==> src/rtl/mem_access_stage.sv <==
// MEM pipeline stage: ALU results pass through one register; loads/stores go over the data bus.
// Optional build macro MEM_MISALIGN_TRAP_EN turns misaligned accesses into out_exc instead of bus traffic.

module mem_access_stage #(
  parameter int XLEN   = 64,
  parameter int ADDR_W = 64,
  parameter int RA_W   = 5
) (
  input  logic              clk,
  input  logic              reset,
  input  logic              in_valid,
  output logic              in_ready,
  input  logic              in_mem_read,
  input  logic              in_mem_write,
  input  logic [1:0]        in_size,
  input  logic              in_unsigned,
  input  logic [XLEN-1:0]   in_alu_result,
  input  logic [XLEN-1:0]   in_wdata,
  input  logic [RA_W-1:0]   in_rd,
  input  logic              in_rf_we,
  input  logic [ADDR_W-1:0] in_pc,
  output logic              dreq_valid,
  output logic [ADDR_W-1:0] dreq_addr,
  output logic              dreq_write,
  output logic [1:0]        dreq_size,
  output logic [XLEN/8-1:0] dreq_strobe,
  output logic [XLEN-1:0]   dreq_wdata,
  input  logic              dresp_valid,
  input  logic [XLEN-1:0]   dresp_data,
  output logic              out_valid,
  input  logic              out_ready,
  output logic [RA_W-1:0]   out_rd,
  output logic              out_rf_we,
  output logic [XLEN-1:0]   out_wdata,
  output logic [ADDR_W-1:0] out_pc,
  output logic              out_exc
);

  localparam int STRB_W = XLEN / 8;
  localparam int OFF_W  = $clog2(STRB_W);
  localparam int LANE_W = OFF_W + 2;

  typedef enum logic {IDLE = 1'b0, WAIT = 1'b1} state_t;
  state_t state_q, state_d;

  logic [1:0]        size_eff;
  logic [OFF_W-1:0]  size_lo;
  logic [OFF_W-1:0]  off;
  logic [LANE_W-1:0] lane_lo;
  logic [LANE_W-1:0] lane_hi;
  logic [STRB_W-1:0] strb_lanes;
  logic              is_mem, accept, take_alu, take_exc, start_bus, resp_done;

  logic [ADDR_W-1:0] dreq_addr_q, dreq_addr_d;
  logic              dreq_write_q, dreq_write_d;
  logic [1:0]        dreq_size_q, dreq_size_d;
  logic [STRB_W-1:0] dreq_strobe_q, dreq_strobe_d;
  logic [XLEN-1:0]   dreq_wdata_q, dreq_wdata_d;
  logic [RA_W-1:0]   slot_rd_q, slot_rd_d;
  logic              slot_we_q, slot_we_d;
  logic [ADDR_W-1:0] slot_pc_q, slot_pc_d;
  logic              slot_uns_q, slot_uns_d;
  logic [OFF_W-1:0]  slot_off_q, slot_off_d;
  logic              out_valid_q, out_valid_d;
  logic [RA_W-1:0]   out_rd_q, out_rd_d;
  logic              out_rf_we_q, out_rf_we_d;
  logic [XLEN-1:0]   out_wdata_q, out_wdata_d;
  logic [ADDR_W-1:0] out_pc_q, out_pc_d;
  logic              out_exc_q, out_exc_d;

  logic [XLEN-1:0]   shifted, top_aligned, load_val;
  logic [6:0]        ext_sh;

  // A 32-bit datapath has no doubleword; the low offset bits below the size are dropped.
  always_comb begin
    size_eff = (XLEN == 32 && in_size == 2'd3) ? 2'd2 : in_size;
    size_lo  = OFF_W'((4'd1 << size_eff) - 4'd1);
    off      = in_alu_result[OFF_W-1:0] & ~size_lo;
    lane_lo  = LANE_W'(off);
    lane_hi  = lane_lo + LANE_W'(4'd1 << size_eff);
  end

  generate
    for (genvar gi = 0; gi < STRB_W; gi++) begin : g_strb
      assign strb_lanes[gi] = in_mem_write && (LANE_W'(gi) >= lane_lo) && (LANE_W'(gi) < lane_hi);
    end
  endgenerate

`ifdef MEM_MISALIGN_TRAP_EN
  logic misaligned;
  assign misaligned = |(in_alu_result[OFF_W-1:0] & size_lo);
  assign take_exc   = accept && is_mem && misaligned;
`else
  assign take_exc   = 1'b0;
`endif

  assign is_mem    = in_mem_read || in_mem_write;
  assign accept    = in_valid && in_ready;
  assign take_alu  = accept && !is_mem;
  assign start_bus = accept && is_mem && !take_exc;

  always_ff @(posedge clk) begin
    if (reset) state_q <= IDLE;
    else       state_q <= state_d;
  end

  always_comb begin
    state_d = state_q;
    case (state_q)
      IDLE:    if (start_bus)   state_d = WAIT;
      WAIT:    if (dresp_valid) state_d = IDLE;
      default: state_d = IDLE;
    endcase
  end

  always_comb begin
    in_ready   = !reset && (state_q == IDLE) && (!out_valid_q || out_ready);
    dreq_valid = (state_q == WAIT);
    resp_done  = (state_q == WAIT) && dresp_valid;
  end

  always_comb begin
    dreq_addr_d   = dreq_addr_q;
    dreq_write_d  = dreq_write_q;
    dreq_size_d   = dreq_size_q;
    dreq_strobe_d = dreq_strobe_q;
    dreq_wdata_d  = dreq_wdata_q;
    slot_rd_d     = slot_rd_q;
    slot_we_d     = slot_we_q;
    slot_pc_d     = slot_pc_q;
    slot_uns_d    = slot_uns_q;
    slot_off_d    = slot_off_q;
    if (start_bus) begin
      dreq_addr_d   = ADDR_W'(in_alu_result);
      dreq_write_d  = in_mem_write;
      dreq_size_d   = size_eff;
      dreq_strobe_d = strb_lanes;
      dreq_wdata_d  = in_wdata << {off, 3'b000};
      slot_rd_d     = in_rd;
      slot_we_d     = in_rf_we;
      slot_pc_d     = in_pc;
      slot_uns_d    = in_unsigned;
      slot_off_d    = off;
    end

    // Park the loaded field at the top, then shift back down to sign- or zero-extend.
    shifted     = dresp_data >> {slot_off_q, 3'b000};
    ext_sh      = 7'(XLEN) - (7'd8 << dreq_size_q);
    top_aligned = shifted << ext_sh;
    load_val    = slot_uns_q ? (top_aligned >> ext_sh) : XLEN'($signed(top_aligned) >>> ext_sh);

    out_valid_d = out_valid_q;
    out_rd_d    = out_rd_q;
    out_rf_we_d = out_rf_we_q;
    out_wdata_d = out_wdata_q;
    out_pc_d    = out_pc_q;
    out_exc_d   = out_exc_q;
    if (out_valid_q && out_ready) begin
      out_valid_d = 1'b0;
      out_rd_d    = '0;
      out_rf_we_d = 1'b0;
      out_wdata_d = '0;
      out_pc_d    = '0;
      out_exc_d   = 1'b0;
    end
    if (take_alu) begin
      out_valid_d = 1'b1;
      out_rd_d    = in_rd;
      out_rf_we_d = in_rf_we;
      out_wdata_d = in_alu_result;
      out_pc_d    = in_pc;
      out_exc_d   = 1'b0;
    end else if (take_exc) begin
      out_valid_d = 1'b1;
      out_rd_d    = in_rd;
      out_rf_we_d = 1'b0;
      out_wdata_d = in_alu_result;
      out_pc_d    = in_pc;
      out_exc_d   = 1'b1;
    end else if (resp_done) begin
      out_valid_d = 1'b1;
      out_rd_d    = slot_rd_q;
      out_rf_we_d = dreq_write_q ? 1'b0 : slot_we_q;
      out_wdata_d = dreq_write_q ? '0 : load_val;
      out_pc_d    = slot_pc_q;
      out_exc_d   = 1'b0;
    end
  end

  always_ff @(posedge clk) begin
    if (reset) begin
      dreq_addr_q   <= '0;
      dreq_write_q  <= 1'b0;
      dreq_size_q   <= '0;
      dreq_strobe_q <= '0;
      dreq_wdata_q  <= '0;
      slot_rd_q     <= '0;
      slot_we_q     <= 1'b0;
      slot_pc_q     <= '0;
      slot_uns_q    <= 1'b0;
      slot_off_q    <= '0;
      out_valid_q   <= 1'b0;
      out_rd_q      <= '0;
      out_rf_we_q   <= 1'b0;
      out_wdata_q   <= '0;
      out_pc_q      <= '0;
      out_exc_q     <= 1'b0;
    end else begin
      dreq_addr_q   <= dreq_addr_d;
      dreq_write_q  <= dreq_write_d;
      dreq_size_q   <= dreq_size_d;
      dreq_strobe_q <= dreq_strobe_d;
      dreq_wdata_q  <= dreq_wdata_d;
      slot_rd_q     <= slot_rd_d;
      slot_we_q     <= slot_we_d;
      slot_pc_q     <= slot_pc_d;
      slot_uns_q    <= slot_uns_d;
      slot_off_q    <= slot_off_d;
      out_valid_q   <= out_valid_d;
      out_rd_q      <= out_rd_d;
      out_rf_we_q   <= out_rf_we_d;
      out_wdata_q   <= out_wdata_d;
      out_pc_q      <= out_pc_d;
      out_exc_q     <= out_exc_d;
    end
  end

  assign dreq_addr   = dreq_addr_q;
  assign dreq_write  = dreq_write_q;
  assign dreq_size   = dreq_size_q;
  assign dreq_strobe = dreq_strobe_q;
  assign dreq_wdata  = dreq_wdata_q;
  assign out_valid   = out_valid_q;
  assign out_rd      = out_rd_q;
  assign out_rf_we   = out_rf_we_q;
  assign out_wdata   = out_wdata_q;
  assign out_pc      = out_pc_q;
  assign out_exc     = out_exc_q;

endmodule

==> config.mk <==
export PLATFORM = sky130hd
export DESIGN_NAME = mem_access_stage
export DESIGN_NICKNAME = d
export VERILOG_FILES = /design/src/rtl/mem_access_stage.sv
export SDC_FILE = /design/constraint.sdc
export NUM_CORES = 1
export LEC_CHECK = 0
export ABC_CLOCK_PERIOD_IN_PS = 7350
export BUFFER_PORTS_ARGS = -buffer_cell sky130_fd_sc_hd__buf_4
export CORE_AREA = 2 2 216 218
export DETAILED_ROUTE_END_ITERATION = 12
export DIE_AREA = 0 0 218 220
export SLEW_MARGIN = 0
export SYNTH_ARGS = -nofsm -noshare
export SYNTH_HDL_FRONTEND = slang
export SYNTH_SLANG_ARGS = --single-unit
==> constraint.sdc <==
create_clock -name clk -period 7.35 [get_ports clk]
set_clock_uncertainty 0.15 [all_clocks]
set_input_delay 1.47 -clock clk [delete_from_list [all_inputs] [get_ports clk]]
set_output_delay 1.47 -clock clk [all_outputs]
set_load 0.01 [all_outputs]
### Yosys cells after proc, flatten, opt, wreduce, memory -nomap -nowiden

Cells that the tools add are included.

* input bits: 272
* output and inout bits: 277
* register bits after elaboration: 349
* word-level logic and storage cells: 94

* $add $sub $neg: 3
* multiplexer cells: 19
* bitwise gates (word level): 3
* reductions and logical operators: 29
* shifts and indexed selects: 8
* magnitude comparators: 16

Operator list (number)
* $mux 64: 7
* $shl 64x6->64: 1
* $shl 64x7->64: 1
* $shr 64x6->64: 1
* $shr 64x7->64: 1
* $sshr 64x7->64: 1
* $logic_and 1x1->1: 23
* $lt 3x5->1 const A: 4
* $mux 5: 3
* $ge 3x3->1 const A: 4
* $lt 1x5->1 const A: 2
* $lt 2x5->1 const A: 2
* $mux 1: 8
* $shl 4x2->7 const A: 1
* $sub 7x7->7 const A: 1
* $ge 1x3->1 const A: 2
* $ge 2x3->1 const A: 2
* $add 3x5->5: 1
* $shl 1x2->5 const A: 1
* $and 3x3->3: 1
* $logic_not 1->1: 3
* $not 3->3: 1
* $reduce_bool 3->1: 1
* $shl 1x2->3 const A: 1
* 4 further kinds: 5

### Logic depth before layout (Yosys ltp)

Gate-level depths: netlist of the first run.

* depth in word-level cells: 8
* gate-level depth with buffers: 13
* depth with buffers taken out: 8

### Worst setup path after synthesis of the first run

No wires, ideal clock.

* path kind: input port to flip-flop
* from: input in_size[0]
* to: register dreq_strobe_q[1] (netlist: dreq_strobe[1])
* slack: 3387 ps
* setup time: 117 ps
* path buffers: 4
* arrival time: 3696 ps
* cell stages on the path: 12
* data required time: 7083 ps
* cells stage by stage: buf_2 > a21bo_2 > buf_2 > inv_1 > clkbuf_1 > buf_2 > ha_1 > a21oi_1 > o21bai_1 > or2_2 > o21a_1 > a22o_1

* longest elaborated chain between the ends: 7
* elaborated cells on any way between the ends: 10
* those cells by class: add/sub: 2; order compare: 2; shift: 2; bitwise: 2; reduce/logical: 2

Ends and longest elaborated chain
* start: declaration: RTL line 15 `input logic [1:0] in_size,`
* $shl 1x2->3 (*): RTL line 77 `size_lo = OFF_W'((4'd1 << size_eff) - 4'd1);`
* $sub 3x1->3 (*): RTL line 77
* $not 3->3 (*): RTL line 78 `off = in_alu_result[OFF_W-1:0] & ~size_lo;`
* $and 3x3->3 (*): RTL line 78
* via off[2]: RTL line 48 `logic [OFF_W-1:0] off;`
* $add 3x5->5 or $ge 1x3->1 (tied branches): RTL line 80, 85
* $lt 1x5->1 or $logic_and 1x1->1 (tied branches): RTL line 85 `assign strb_lanes[gi] = in_mem_write && (LANE_W'(gi) >= lane_lo) && (LANE_W'(gi) < lane_hi);`
* $logic_and 1x1->1 (*): RTL line 85
* end signal: assignment: RTL line 212 `dreq_strobe_q <= dreq_strobe_d;`
* end: declaration: RTL line 57 `logic [STRB_W-1:0] dreq_strobe_q, dreq_strobe_d;`

The timed path passes the listed nets; every way through them passes the cells marked *.
A chain may end at the register's enable or synchronous reset.

### Worst setup path in the final report of the first run

* from: input in_alu_result[0]
* to: register dreq_strobe_q[1] (netlist: dreq_strobe[1])

* longest elaborated chain between the ends: 4
* elaborated cells on any way between the ends: 6
* those cells by class: add/sub: 1; order compare: 2; bitwise: 1; reduce/logical: 2

Ends and longest elaborated chain
* start: declaration: RTL line 17 `input logic [XLEN-1:0] in_alu_result,`
* $and 3x3->3 (*): RTL line 78
* $add 3x5->5 or $ge 1x3->1 (tied branches): RTL line 80, 85
* $lt 1x5->1 or $logic_and 1x1->1 (tied branches): RTL line 85
* $logic_and 1x1->1 (*): RTL line 85

Mark *: on every way between the ends. The rest lies on a longest branch, timed or not.

==> results by group, run 1 <==
Yosys
  – Sequential area share after synthesis: 42.5%
  – Number of synthesized flops with an enable pin: 0
  – Total of warnings raised by yosys: 0
  – Synth Register Bits: 349
  – Ys flop type: dfxtp_1
  – Post-Synthesis Cells: 2031
  – Distinct cell type count after synthesis: 73
  – Syn_nets: 2305
  – Syn Std Cell Area: 16500 sq um
  – Async S/R FF share, synth: 0%
  – Mean Syn Cell Area: 8.10 sq um

Die
  – Die width: 218 um
  – Die Ht: 220 um
  – Row cnt: 79
  – Initial Util: 35.9%
  – Die Outline Area: 48000 sq um
  – Ports: 549
  – Core area: 45900 sq um

STA
  – Min Tclk post-route: 4390 ps
  – Finish-stage setup viols: 0
  – RSZ-0062 raised after global routing: no
  – Slew @ Worst Pin: 1160 ps
  – FMAX: 0.228 GHz
  – Slew Viols, Final: 0
  – Tcrit/Tclk final: 59.8%
  – Endpoints failing hold: 0
  – Rel. slew slack: 22.8%
  – Final setup TNS: 0 ps

CTS
  – Worst-skew pair later-pin latency: 570 ps
  – Post-CTS Hold Fix Bufs: 0
  – Clk root buf: clkbuf_16
  – Post-CTS Resized: 0
  – CTS tree: done
  – Clock slew at reported path FFs: 60 ps
  – Max clock buf depth: 3
  – TritonCTS Buffers: 40
  – H-tree levels: 2
  – Post-CTS Setup Repair Bufs: 0
  – Clk sinks: 349

Power
  – P_leak: 0.00896 uW
  – Reg power frac: 41.7%
  – Gate power share: 17.1%
  – Psw: 1400 uW
  – Internal: 3490 uW
  – P per Cell Area: 223 nW/um^2
  – Sw Ratio: 28.7%
  – Worst vdd ir: 0.209 mV
  – Clock Power Share: 41.2%

Routing
  – Post-DR vias/cell: 5.63
  – DR pass1 iterations: 8
  – DR vias: 17398
  – DRC: 0
  – ANT nets after route: 0
  – DRT iter0 DRCs: 1701
  – Mean routed wirelength per cell: 22.4 um
  – Final WL: 69.1 mm

Global route
  – Vias in the first global route: 16400
  – First-pass GRT wire length: 101 mm
  – Initial antenna violation count: 3
  – Grt total ovfl: 0
  – Largest net degree at the start of global routing: 131
  – GR Util All Layers: 27.3%

Hold path
  – Tightest Hold Check Type: reg -> reg
  – Hold Crit Start: dreq_addr[2]

Worst setup path
  – Kind of critical path: in -> reg
  – Crit-path leading delay family: simple AND/OR/NAND/NOR gates
  – CP startpoint kind: input pin
  – CP Launch Point: in_alu_result[0]
  – CP required: 7660 ps
  – CP cell instances: buf_4 > or3b_2 > clkinv_4 > ha_1 > a21oi_1 > xnor2_1 > or2_2 > o21a_1 > a22o_1
  – Worst Path Arrival: 4700 ps
  – Bufs and invs on worst path: 2
  – Worst Setup End Kind: flip-flop
  – CP max stage cell: or3b_2
  – R2r startpoint: out_valid
  – CP Max Fanout: 50
  – Max incr delay on CP: 950 ps

Layout
  – Post-route cell area: 22000 sq um
  – Layout cells sized above 1: 28.7%
  – Commonest non-fill, non-tap cell in the layout: buf_4
  – Non-Filler Instances: 3091
  – Commonest cells after routing, fill and taps aside: buf_4 (570), nand2_1 (390), dfxtp_1 (346)
  – Area Overhead vs Synth: 33.7%
  – NumNets Final: 2724

Placement
  – Placed cell areas: 20700 sq um
  – Port bufs: 547
  – Gp weighted congestion: 0.944
  – # placed instances: 3015
  – Final HPWL DP: 49.2 mm

Status
  – Status: complete, no violations

Run
  – Max-cap violations: 0
==> sequential cells by signal, indices dropped and copies added (netlist names), 2 cells and up <==
register     cells
dreq_size        2
dreq_addr       64
dreq_strobe      8
slot_off_q       3
out_pc          64
slot_rd_q        5
slot_pc_q       64
dreq_wdata      64
out_rd           5
out_wdata       64
==> synth_stat cells (all sizes together), types with 2 or more instances <==
master / instances / area share (%)
nand2: 391 / 8.9
dfxtp: 349 / 42
a21oi: 272 / 8.3
nor2: 254 / 5.8
clkbuf: 119 / 2.7
mux2i: 92 / 5.6
a222oi: 77 / 4.7
buf: 76 / 2.7
o21ai: 64 / 2.0
a211oi: 55 / 2.8
a22oi: 42 / 1.9
nor3: 42 / 1.3
nand3: 23 / 0.76
mux2: 21 / 1.4
a221oi: 16 / 0.85
and3: 14 / 0.53
mux4: 12 / 1.6
o221ai: 11 / 0.59
a31oi: 10 / 0.47
nor2b: 8 / 0.32
o211ai: 8 / 0.36
inv: 7 / 0.16
a311oi: 6 / 0.32
o2bb2ai: 6 / 0.32
a2111oi: 5 / 0.38
and2: 5 / 0.19
o31ai: 5 / 0.31
a22o: 3 / 0.16
nand2b: 3 / 0.11
nand3b: 3 / 0.16
o22ai: 3 / 0.15
or2: 3 / 0.11
a221o: 2 / 0.12
ha: 2 / 0.15
o32a: 2 / 0.12
or3: 2 / 0.11
xnor2: 2 / 0.11
==> through the flow <==
step | worst slack [ps] | total power (uW) | hold slack [ps] | util (%)
4_1_cts | 3050 | 4940 | 305 | 47.9
3_3_place_gp | 2430 | 2900 | 291 | 45.1
3_5_place_dp | 2440 | 2910 | 297 | 45.1
2_1_floorplan | 3390 | 2500 | 286 | -
5_1_grt | 2810 | 5090 | 320 | 48.0
6_report | 2960 | 4900 | 304 | 48.0
==> power groups by stage <==
stage / sequential [uW] / clock, uW / combinational [uW]
after global routing: 2050 / 2140 / 904
after floorplan: 2100 / 0 / 403
final: 2040 / 2020 / 835
after detailed placement: 2080 / 0 / 831
after global placement: 2080 / 0 / 822
after CTS: 2040 / 2060 / 833
==> tightest hold or removal path, stage by stage, from the launching register on <==
cell,delay (ps)
dfxtp_1,310
nand2_1,50
a21oi_1,50
==> logic make-up (layout without fill, tap and decap cells) <==
group | Yosys count | in the layout | share of synthesized area, %
AND/OR/NAND/NOR | 753 | 753 | 18.6
AO/OA/AOI/OAI | 596 | 596 | 24.3
flip-flops | 349 | 349 | 42.5
buffers and inverters | 203 | 653 | 5.66
multiplexers | 125 | 125 | 8.68
adder cells (fa/ha/maj) | 2 | 2 | 0.152
XOR/XNOR | 2 | 2 | 0.106
other | 1 | 4 | 0.0228
==> layer usage <==
| metal | track usage, % | share of wire [%] |
|---|---|---|
| met1 | 34.6 | 40 |
| met2 | 44.1 | 47 |
| met3 | 6.20 | 8.7 |
| met4 | 12.4 | 4.2 |
| met5 | 0 | 0.019 |
==> final timing paths <==
path | to | slack, ps | depth (start not counted)
worst max-delay path | dreq_strobe[1] | 2960 | 9
worst min-delay path | dreq_addr[2] | 300 | 2
worst max register to register | out_wdata[9] | 3780 | 7
worst min register to register | dreq_addr[2] | 300 | 2
==> layout make-up <==
class,instances,area (sq um)
inverters,8,35.0
fillers,4552,23900
well taps,607,759
diodes,3,7.51
repair buffers,572,4310
multi-input cells,1479,8570
flip-flops and latches,349,6990
clock inverters,14,139
clock buffers,59,1180
Power figures use the tool's default switching activity.
==> inputs of run 2 (changes only) <==
--- a/config.mk
+++ b/config.mk
@@ -5,11 +5,11 @@
 export SDC_FILE = /design/constraint.sdc
 export NUM_CORES = 1
 export LEC_CHECK = 0
-export ABC_CLOCK_PERIOD_IN_PS = 7350
+export ABC_CLOCK_PERIOD_IN_PS = 4150
 export BUFFER_PORTS_ARGS = -buffer_cell sky130_fd_sc_hd__buf_4
-export CORE_AREA = 2 2 216 218
+export CORE_AREA = 2 2 212 214
 export DETAILED_ROUTE_END_ITERATION = 12
-export DIE_AREA = 0 0 218 220
+export DIE_AREA = 0 0 214 216
 export SLEW_MARGIN = 0
 export SYNTH_ARGS = -nofsm -noshare
 export SYNTH_HDL_FRONTEND = slang
==> constraint.sdc (replaced) <==
create_clock -name clk -period 4.15 [get_ports clk]
set_clock_uncertainty 0.15 [all_clocks]
set_input_delay 0.83 -clock clk [delete_from_list [all_inputs] [get_ports clk]]
set_output_delay 0.83 -clock clk [all_outputs]
set_load 0.01 [all_outputs]
==> results by group, run 2 (synthesized netlist as in run 1, its figures left out) <==
Status
  – Status: complete, no violations

Layout
  – Commonest cells after routing, fill and taps aside: buf_4 (573), nand2_1 (390), dfxtp_1 (346)
  – Layout cells sized above 1: 28.8% (+0.092 points)
  – Non-Filler Instances: 3082 (-0.29%)
  – Post-route cell area: 22100 sq um (+0.50%)
  – Final core utilization: 50.4% (+2.5 points)
  – Area Overhead vs Synth: 34.4%
  – NumNets Final: 2733 (+0.33%)
  – FF+latch area: 6990 sq um (unchanged)
  – Commonest non-fill, non-tap cell in the layout: buf_4
  – Fill cells: 4314 (-5.2%)
  – Multi-input logic area: 8570 sq um (unchanged)

Worst setup path
  – CP startpoint kind: flip-flop
  – R2r startpoint: dreq_size[1]
  – CP max stage cell: dfxtp_1
  – Crit-path leading delay family: compound AO/OA/AOI/OAI gates
  – R2R setup slack: 880 ps (-2900 ps)
  – Worst reg2reg path depth: 6 (-1)
  – Reg2reg end: out_wdata[44]
  – Worst Setup End Kind: flip-flop
  – Worst Path Arrival: 3550 ps (-1150 ps)
  – CP cell instances: or2_0 > and3_1 > o31ai_4 > a31oi_4 > nand2_2 > a2111oi_2
  – CP required: 4430 ps (-3230 ps)
  – Bufs and invs on worst path: 0 (-2)
  – CP Max Fanout: 25 (-50%)
  – Max incr delay on CP: 940 ps (about the same)
  – Kind of critical path: reg -> reg

Routing
  – DRT iter0 DRCs: 1702 (+0.059%)
  – DR pass1 iterations: 7 (-1)
  – DRC: 0 (unchanged)
  – ANT nets after route: 0 (unchanged)
  – DR vias: 17284 (-0.66%)
  – Post-DR vias/cell: 5.61 (-0.37%)
  – Mean routed wirelength per cell: 22.1 um (-1.3%)
  – Final WL: 68.0 mm (-1.6%)

CTS
  – TritonCTS Buffers: 41 (+2.5%)
  – Post-CTS Setup Repair Bufs: 0 (unchanged)
  – Post-CTS Hold Fix Bufs: 0 (unchanged)
  – Clk root buf: clkbuf_16
  – Worst-skew pair later-pin latency: 570 ps (about the same)
  – Max clock buf depth: 3 (unchanged)
  – CTS tree: done
  – Clk sinks: 349 (unchanged)
  – Clock slew at reported path FFs: 60 ps (about the same)
  – H-tree levels: 2 (unchanged)
  – Post-CTS Resized: 0 (unchanged)

STA
  – Min Tclk post-route: 3270 ps
  – FMAX: 0.306 GHz
  – Rel. slew slack: 14.2% (-8.6 points)
  – Hold slack: 302 ps (-2.51 ps)
  – Tcrit/Tclk final: 78.7%
  – Slew Viols, Final: 0 (unchanged)
  – Endpoints failing hold: 0 (unchanged)
  – Slew @ Worst Pin: 1280 ps (+119 ps)
  – Final setup TNS: 0 ps (unchanged)
  – Finish-stage setup viols: 0 (unchanged)
  – RSZ-0062 raised after global routing: no

Power
  – Worst vdd ir: 0.298 mV (+43%)
  – P_leak: 0.00902 uW (+0.64%)
  – P per Cell Area: 393 nW/um^2 (+77%)

Global route
  – Largest net degree at the start of global routing: 227 (+73%)
  – Initial antenna violation count: 3 (unchanged)
  – Busiest grt layer: met2
  – Met3 usage: 7.98% (+1.8 points)
  – First-pass GRT wire length: 101 mm (about the same)
  – M2 GR Usage: 46.1% (+2.0 points)
  – Grt total ovfl: 0 (unchanged)
  – Vias in the first global route: 16674 (+1.7%)
  – GR Util All Layers: 27.9% (+0.62 points)
  – Grt met1 use: 33.5% (-1.2 points)

Hold path
  – Tightest Hold Check Type: reg -> reg
  – Hold depth: 2 (unchanged)
  – Hold Crit Endpoint: dreq_addr[17]
  – Hold Crit Start: dreq_addr[17]

Placement
  – Gp weighted congestion: 0.941 (-0.33%)
  – Final HPWL DP: 48.8 mm (-0.79%)
  – Port bufs: 547 (unchanged)
  – # placed instances: 3008 (-0.23%)
  – Placed cell areas: 20800 sq um (+0.50%)

Die
  – Row cnt: 77 (-2.5%)
  – Initial Util: 37.5% (+1.7 points)
  – Die Ht: 216 um (-1.8%)
  – Die width: 214 um (-1.8%)
  – Ports: 549 (unchanged)
  – Core area: 43800 sq um (-4.4%)
  – Die Outline Area: 46200 sq um (-3.6%)

Run
  – Max-cap violations: 0 (unchanged)
run 2: cell count changes in the layout (fill, tap and decap cells not counted):
cell        previous run  this run
buf_12                 1         6
buf_4                570       573
clkbuf_1               8        10
clkbuf_16             40        42
clkbuf_8              11         9
clkinv_2               6         4
clkinv_16              0         1
clkinv_4               4         3
clkinv_8               1         0
clkinvlp_4             1         0
inv_16                 1         0
inv_6                  1         2
run 2: worst max-delay path by stage:
stage                      to    startpoint  slack [ps]  cells after the start
3_3_place_gp    out_wdata[33]         reset         840                      8
6_report        out_wdata[44]  dreq_size[1]         880                      6
3_5_place_dp    out_wdata[44]         reset         750                      8
5_1_grt         out_wdata[33]  dreq_size[1]         660                      6
4_1_cts         out_wdata[44]  dreq_size[1]         890                      6
2_1_floorplan  dreq_strobe[1]    in_size[0]         830                     12
run 2: metal layers:
| metal | wire [um] | up-vias |
|---|---|---|
| li1 | - | 8139 |
| met1 | 27000 | 8253 |
| met2 | 32300 | 757 |
| met3 | 5690 | 135 |
| met4 | 2990 | 0 |
| met5 | 0 | - |
run 2: worst reg2reg max path: cells and delay by family (launching register included):
kind            cells  cell delay, ps
compound gates      3            1150
flops               1             940
simple gates        3             890
run 2: through the flow:
step | worst slack (ps) | total power, uW
after floorplan | 827 | 4430
after global placement | 840 | 5140
after detailed placement | 754 | 5160
after CTS | 886 | 8760
after global routing | 658 | 9020
final | 884 | 8690
run 2: where the power goes:
part	total, uW	switching, uW	internal (uW)
combinational	1480	850	627
sequential	3620	111	3510
clock	3590	1500	2090
run 2: cell type report:
type / count / share of cell area [%]
sequential: 349 / 31.6
tap: 592 / 3.35
multi-input combinational: 1479 / 38.8
clock buffer: 61 / 5.48
inverter: 8 / 0.158
timing repair buffer: 580 / 20.1
clock inverter: 10 / 0.521
antenna: 3 / 0.0340
==> inputs of run 3 (changes only) <==
--- a/config.mk
+++ b/config.mk
@@ -5,11 +5,13 @@
 export SDC_FILE = /design/constraint.sdc
 export NUM_CORES = 1
 export LEC_CHECK = 0
-export ABC_CLOCK_PERIOD_IN_PS = 4150
+export ABC_AREA = 1
+export ABC_CLOCK_PERIOD_IN_PS = 2700
 export BUFFER_PORTS_ARGS = -buffer_cell sky130_fd_sc_hd__buf_4
-export CORE_AREA = 2 2 212 214
+export CORE_AREA = 2 2 214 216
 export DETAILED_ROUTE_END_ITERATION = 12
-export DIE_AREA = 0 0 214 216
+export DIE_AREA = 0 0 216 218
+export PLACE_DENSITY = 0.66
 export SLEW_MARGIN = 0
 export SYNTH_ARGS = -nofsm -noshare
 export SYNTH_HDL_FRONTEND = slang
==> constraint.sdc (replaced) <==
create_clock -name clk -period 2.7 [get_ports clk]
set_clock_uncertainty 0.15 [all_clocks]
set_input_delay 0.54 -clock clk [delete_from_list [all_inputs] [get_ports clk]]
set_output_delay 0.54 -clock clk [all_outputs]
set_load 0.01 [all_outputs]
==> results by group, run 3 <==
Placement
  – Port bufs: 547 (unchanged)
  – Final HPWL DP: 55.8 mm (+14%)
  – Gp weighted congestion: 1.01 (+7.3%)
  – Worst slack, placed: 198 ps (-556 ps)
  – # placed instances: 3664 (+22%)

Layout
  – Final core utilization: 51.9% (+1.5 points)
  – Non-Filler Instances: 3730 (+21%)
  – FF+latch area: 6990 sq um (about the same)
  – Multi-input logic area: 8870 sq um (+3.5%)
  – NumNets Final: 3379 (+24%)
  – Commonest cells after routing, fill and taps aside: nand2_1 (751), buf_4 (594), dfxtp_1 (347)
  – Area Overhead vs Synth: 34.1%
  – Layout cells sized above 1: 22.9% (-5.9 points)
  – Commonest non-fill, non-tap cell in the layout: nand2_1
  – Fill cells: 4508 (+4.5%)

Hold path
  – Hold Crit Endpoint: slot_pc_q[6]
  – Tightest Hold Check Type: in -> reg
  – Hold depth: 3 (+1)
  – Hold Crit Start: in_pc[6]

CTS
  – Clock slew at reported path FFs: 60 ps (about the same)
  – Clk root buf: clkbuf_16
  – Post-CTS Resized: 0 (unchanged)
  – Clk sinks: 349 (unchanged)
  – Max clock buf depth: 3 (unchanged)
  – CTS tree: done
  – TritonCTS Buffers: 39 (-4.9%)
  – Post-CTS Hold Fix Bufs: 0 (unchanged)
  – Post-CTS Setup Repair Bufs: 0 (unchanged)
  – H-tree levels: 2 (unchanged)
  – Worst-skew pair later-pin latency: 560 ps (about the same)

Worst setup path
  – Worst Setup End Kind: flip-flop
  – CP required: 3040 ps (-1390 ps)
  – R2r startpoint: dreq_size[0]
  – Kind of critical path: reg -> reg
  – Worst reg2reg path depth: 8 (+2)
  – CP Launch Point: dreq_size[0]
  – Crit-path leading delay family: simple AND/OR/NAND/NOR gates
  – Worst Path Arrival: 2800 ps (-750 ps)
  – CP max stage cell: nor2_1
  – CP cell instances: buf_4 > nand2_2 > clkinv_1 > nor2_1 > inv_1 > nand3_1 > nand2_1 > a31oi_1
  – CP Max Fanout: 15 (-40%)
  – CP startpoint kind: flip-flop
  – Reg2reg end: out_wdata[56]
  – Bufs and invs on worst path: 3 (+3)
  – R2R setup slack: 230 ps (-650 ps)
  – Max incr delay on CP: 580 ps (-360 ps)

Die
  – Core area: 44900 sq um (+2.4%)
  – Die width: 216 um (+0.93%)
  – Ports: 549 (unchanged)
  – Initial Util: 38.7% (+1.2 points)
  – Die Outline Area: 47100 sq um (+1.9%)
  – Die Ht: 218 um (+0.93%)
  – Row cnt: 78 (+1.3%)

Routing
  – ANT nets after route: 0 (unchanged)
  – DR pass1 iterations: 6 (-1)
  – DR vias: 20099 (+16%)
  – DRT iter0 DRCs: 1666 (-2.1%)
  – Post-DR vias/cell: 5.39 (-3.9%)
  – Mean routed wirelength per cell: 20.5 um (-7.2%)
  – DRC: 0 (unchanged)
  – Final WL: 76.4 mm (+12%)

Power
  – Worst vdd ir: 0.571 mV (+92%)
  – P_leak: 0.0107 uW (+19%)
  – Tot Pwr: 13900 uW (+60%)
  – P per Cell Area: 595 nW/um^2 (+51%)

Yosys
  – Yosys top cell area share: 40.2% (-2.3 points)
  – Syn_nets: 2924 (+27%)
  – Compound-Gate Fraction of Synth Area: 20.5% (-3.8 points)
  – Synth Register Bits: 349 (unchanged)
  – Largest family of logic cells by synthesized area: simple AND/OR/NAND/NOR gates
  – Mean Syn Cell Area: 6.56 sq um (-19%)
  – Count leader, synth: nand2_1
  – Synth Area in Adders: 0.144% (-0.0081 points)
  – Sequential area share after synthesis: 40.2% (-2.3 points)
  – Ys flop type: dfxtp_1
  – Number of synthesized flops with an enable pin: 0 (unchanged)
  – Area fraction in and, or, nand and nor cells after synthesis: 29.6% (+11 points)
  – Distinct cell type count after synthesis: 47 (-36%)
  – Synth cell count leaders: nand2_1 (752), dfxtp_1 (349), o21ai_0 (309)
  – Cell taking the most area after synthesis: dfxtp_1
  – Async S/R FF share, synth: 0% (unchanged)
  – Top cells by area, synth: dfxtp_1 (40%), nand2_1 (16%), o21ai_0 (8.9%), nor2_1 (6.5%), a21oi_1 (5.3%)
  – Total of warnings raised by yosys: 0 (unchanged)
  – Synth Area in XOR/XNOR: 0% (-0.11 points)
  – Syn Std Cell Area: 17400 sq um (+5.6%)
  – Post-Synthesis Cells: 2650 (+30%)
  – Post-synthesis mux area share: 0.749% (-7.9 points)

Run
  – Max-cap violations: 0 (unchanged)

STA
  – RSZ-0062 raised after global routing: no
  – Min Tclk post-route: 2470 ps (-800 ps)
  – Tcrit/Tclk final: 91.3% (+13 points)
  – Finish-stage setup viols: 0 (unchanged)
  – Slew @ Worst Pin: 1030 ps (-245 ps)
  – Endpoints failing hold: 0 (unchanged)
  – Slew Viols, Final: 0 (unchanged)
  – Setup ws final: 235 ps (-650 ps)
  – FMAX: 0.406 GHz (+32%)
  – Rel. slew slack: 31.2% (+17 points)
  – Final setup TNS: 0 ps (unchanged)

Global route
  – Initial antenna violation count: 1 (-2)
  – First-pass GRT wire length: 114 mm (+13%)
  – Grt total ovfl: 0 (unchanged)
  – Vias in the first global route: 19398 (+16%)
  – GR Util All Layers: 31.1% (+3.2 points)
  – Largest net degree at the start of global routing: 141 (-38%)

Status
  – Status: complete, no violations
-- run 3: cell types whose count changed after synthesis, moves of 86 or more --
cell | before | now
nand2_1 | 390 | 752
inv_1 | 5 | 143
a21oi_1 | 269 | 183
nand3_1 | 21 | 170
a31oi_1 | 9 | 98
o21ai_0 | 63 | 309
-- run 3: worst max path at each step --
stage,cells after the start,endpoint
after floorplan,13,dreq_strobe[0]
after global placement,8,out_wdata[56]
after detailed placement,11,out_pc[30]
after CTS,8,out_wdata[56]
after global routing,8,out_wdata[56]
final,8,out_wdata[56]
-- run 3: report_power, final --
part           total (uW)  switching (uW)  internal, uW
logic                2880            1770          1110
clock network        5350            2240          3110
registers            5640             183          5450
total               13900            4200          9670
-- run 3: routing by layer --
| layer | wire, um | track usage, % | up-vias | share of wire, % |
|---|---|---|---|---|
| met5 | 0 | 0 | - | 0 |
| met4 | 3870 | 15.2 | 0 | 5.1 |
| met3 | 6050 | 7.38 | 193 | 7.9 |
| met2 | 37100 | 54.1 | 843 | 49 |
| met1 | 29300 | 36.0 | 9443 | 38 |
| li1 | - | - | 9620 | - |
-- run 3: kinds of logic after synthesis --
family | after synthesis
buffers and inverters | 354
flip-flops | 349
AO/OA/AOI/OAI | 661
multiplexers | 13
AND/OR/NAND/NOR | 1270
adder cells (fa/ha/maj) | 2
other | 1
-- run 3: final cells by class --
class	instances	area share, %
Multi-Input combinational cell	1947	38.1
Sequential cell	349	30.0
Timing Repair Buffer	612	20.7
Clock buffer	55	4.83
Tap cell	600	3.22
Inverter	156	2.57
Clock inverter	10	0.628
Antenna cell	1	0.0107
-- run 3: tightest hold or removal path: stages --
cell and delay, ps:
buf_4 80, nor2_1 30, nor2_1 80
-- run 3: per-stage QoR --
step / hold slack, ps / instance area (sq um)
after floorplan: 311 / 17400
after global placement: 302 / 22000
after detailed placement: 307 / 22000
after CTS: 31.2 / 23300
after global routing: 35.9 / 23300
final: 57.1 / 23300
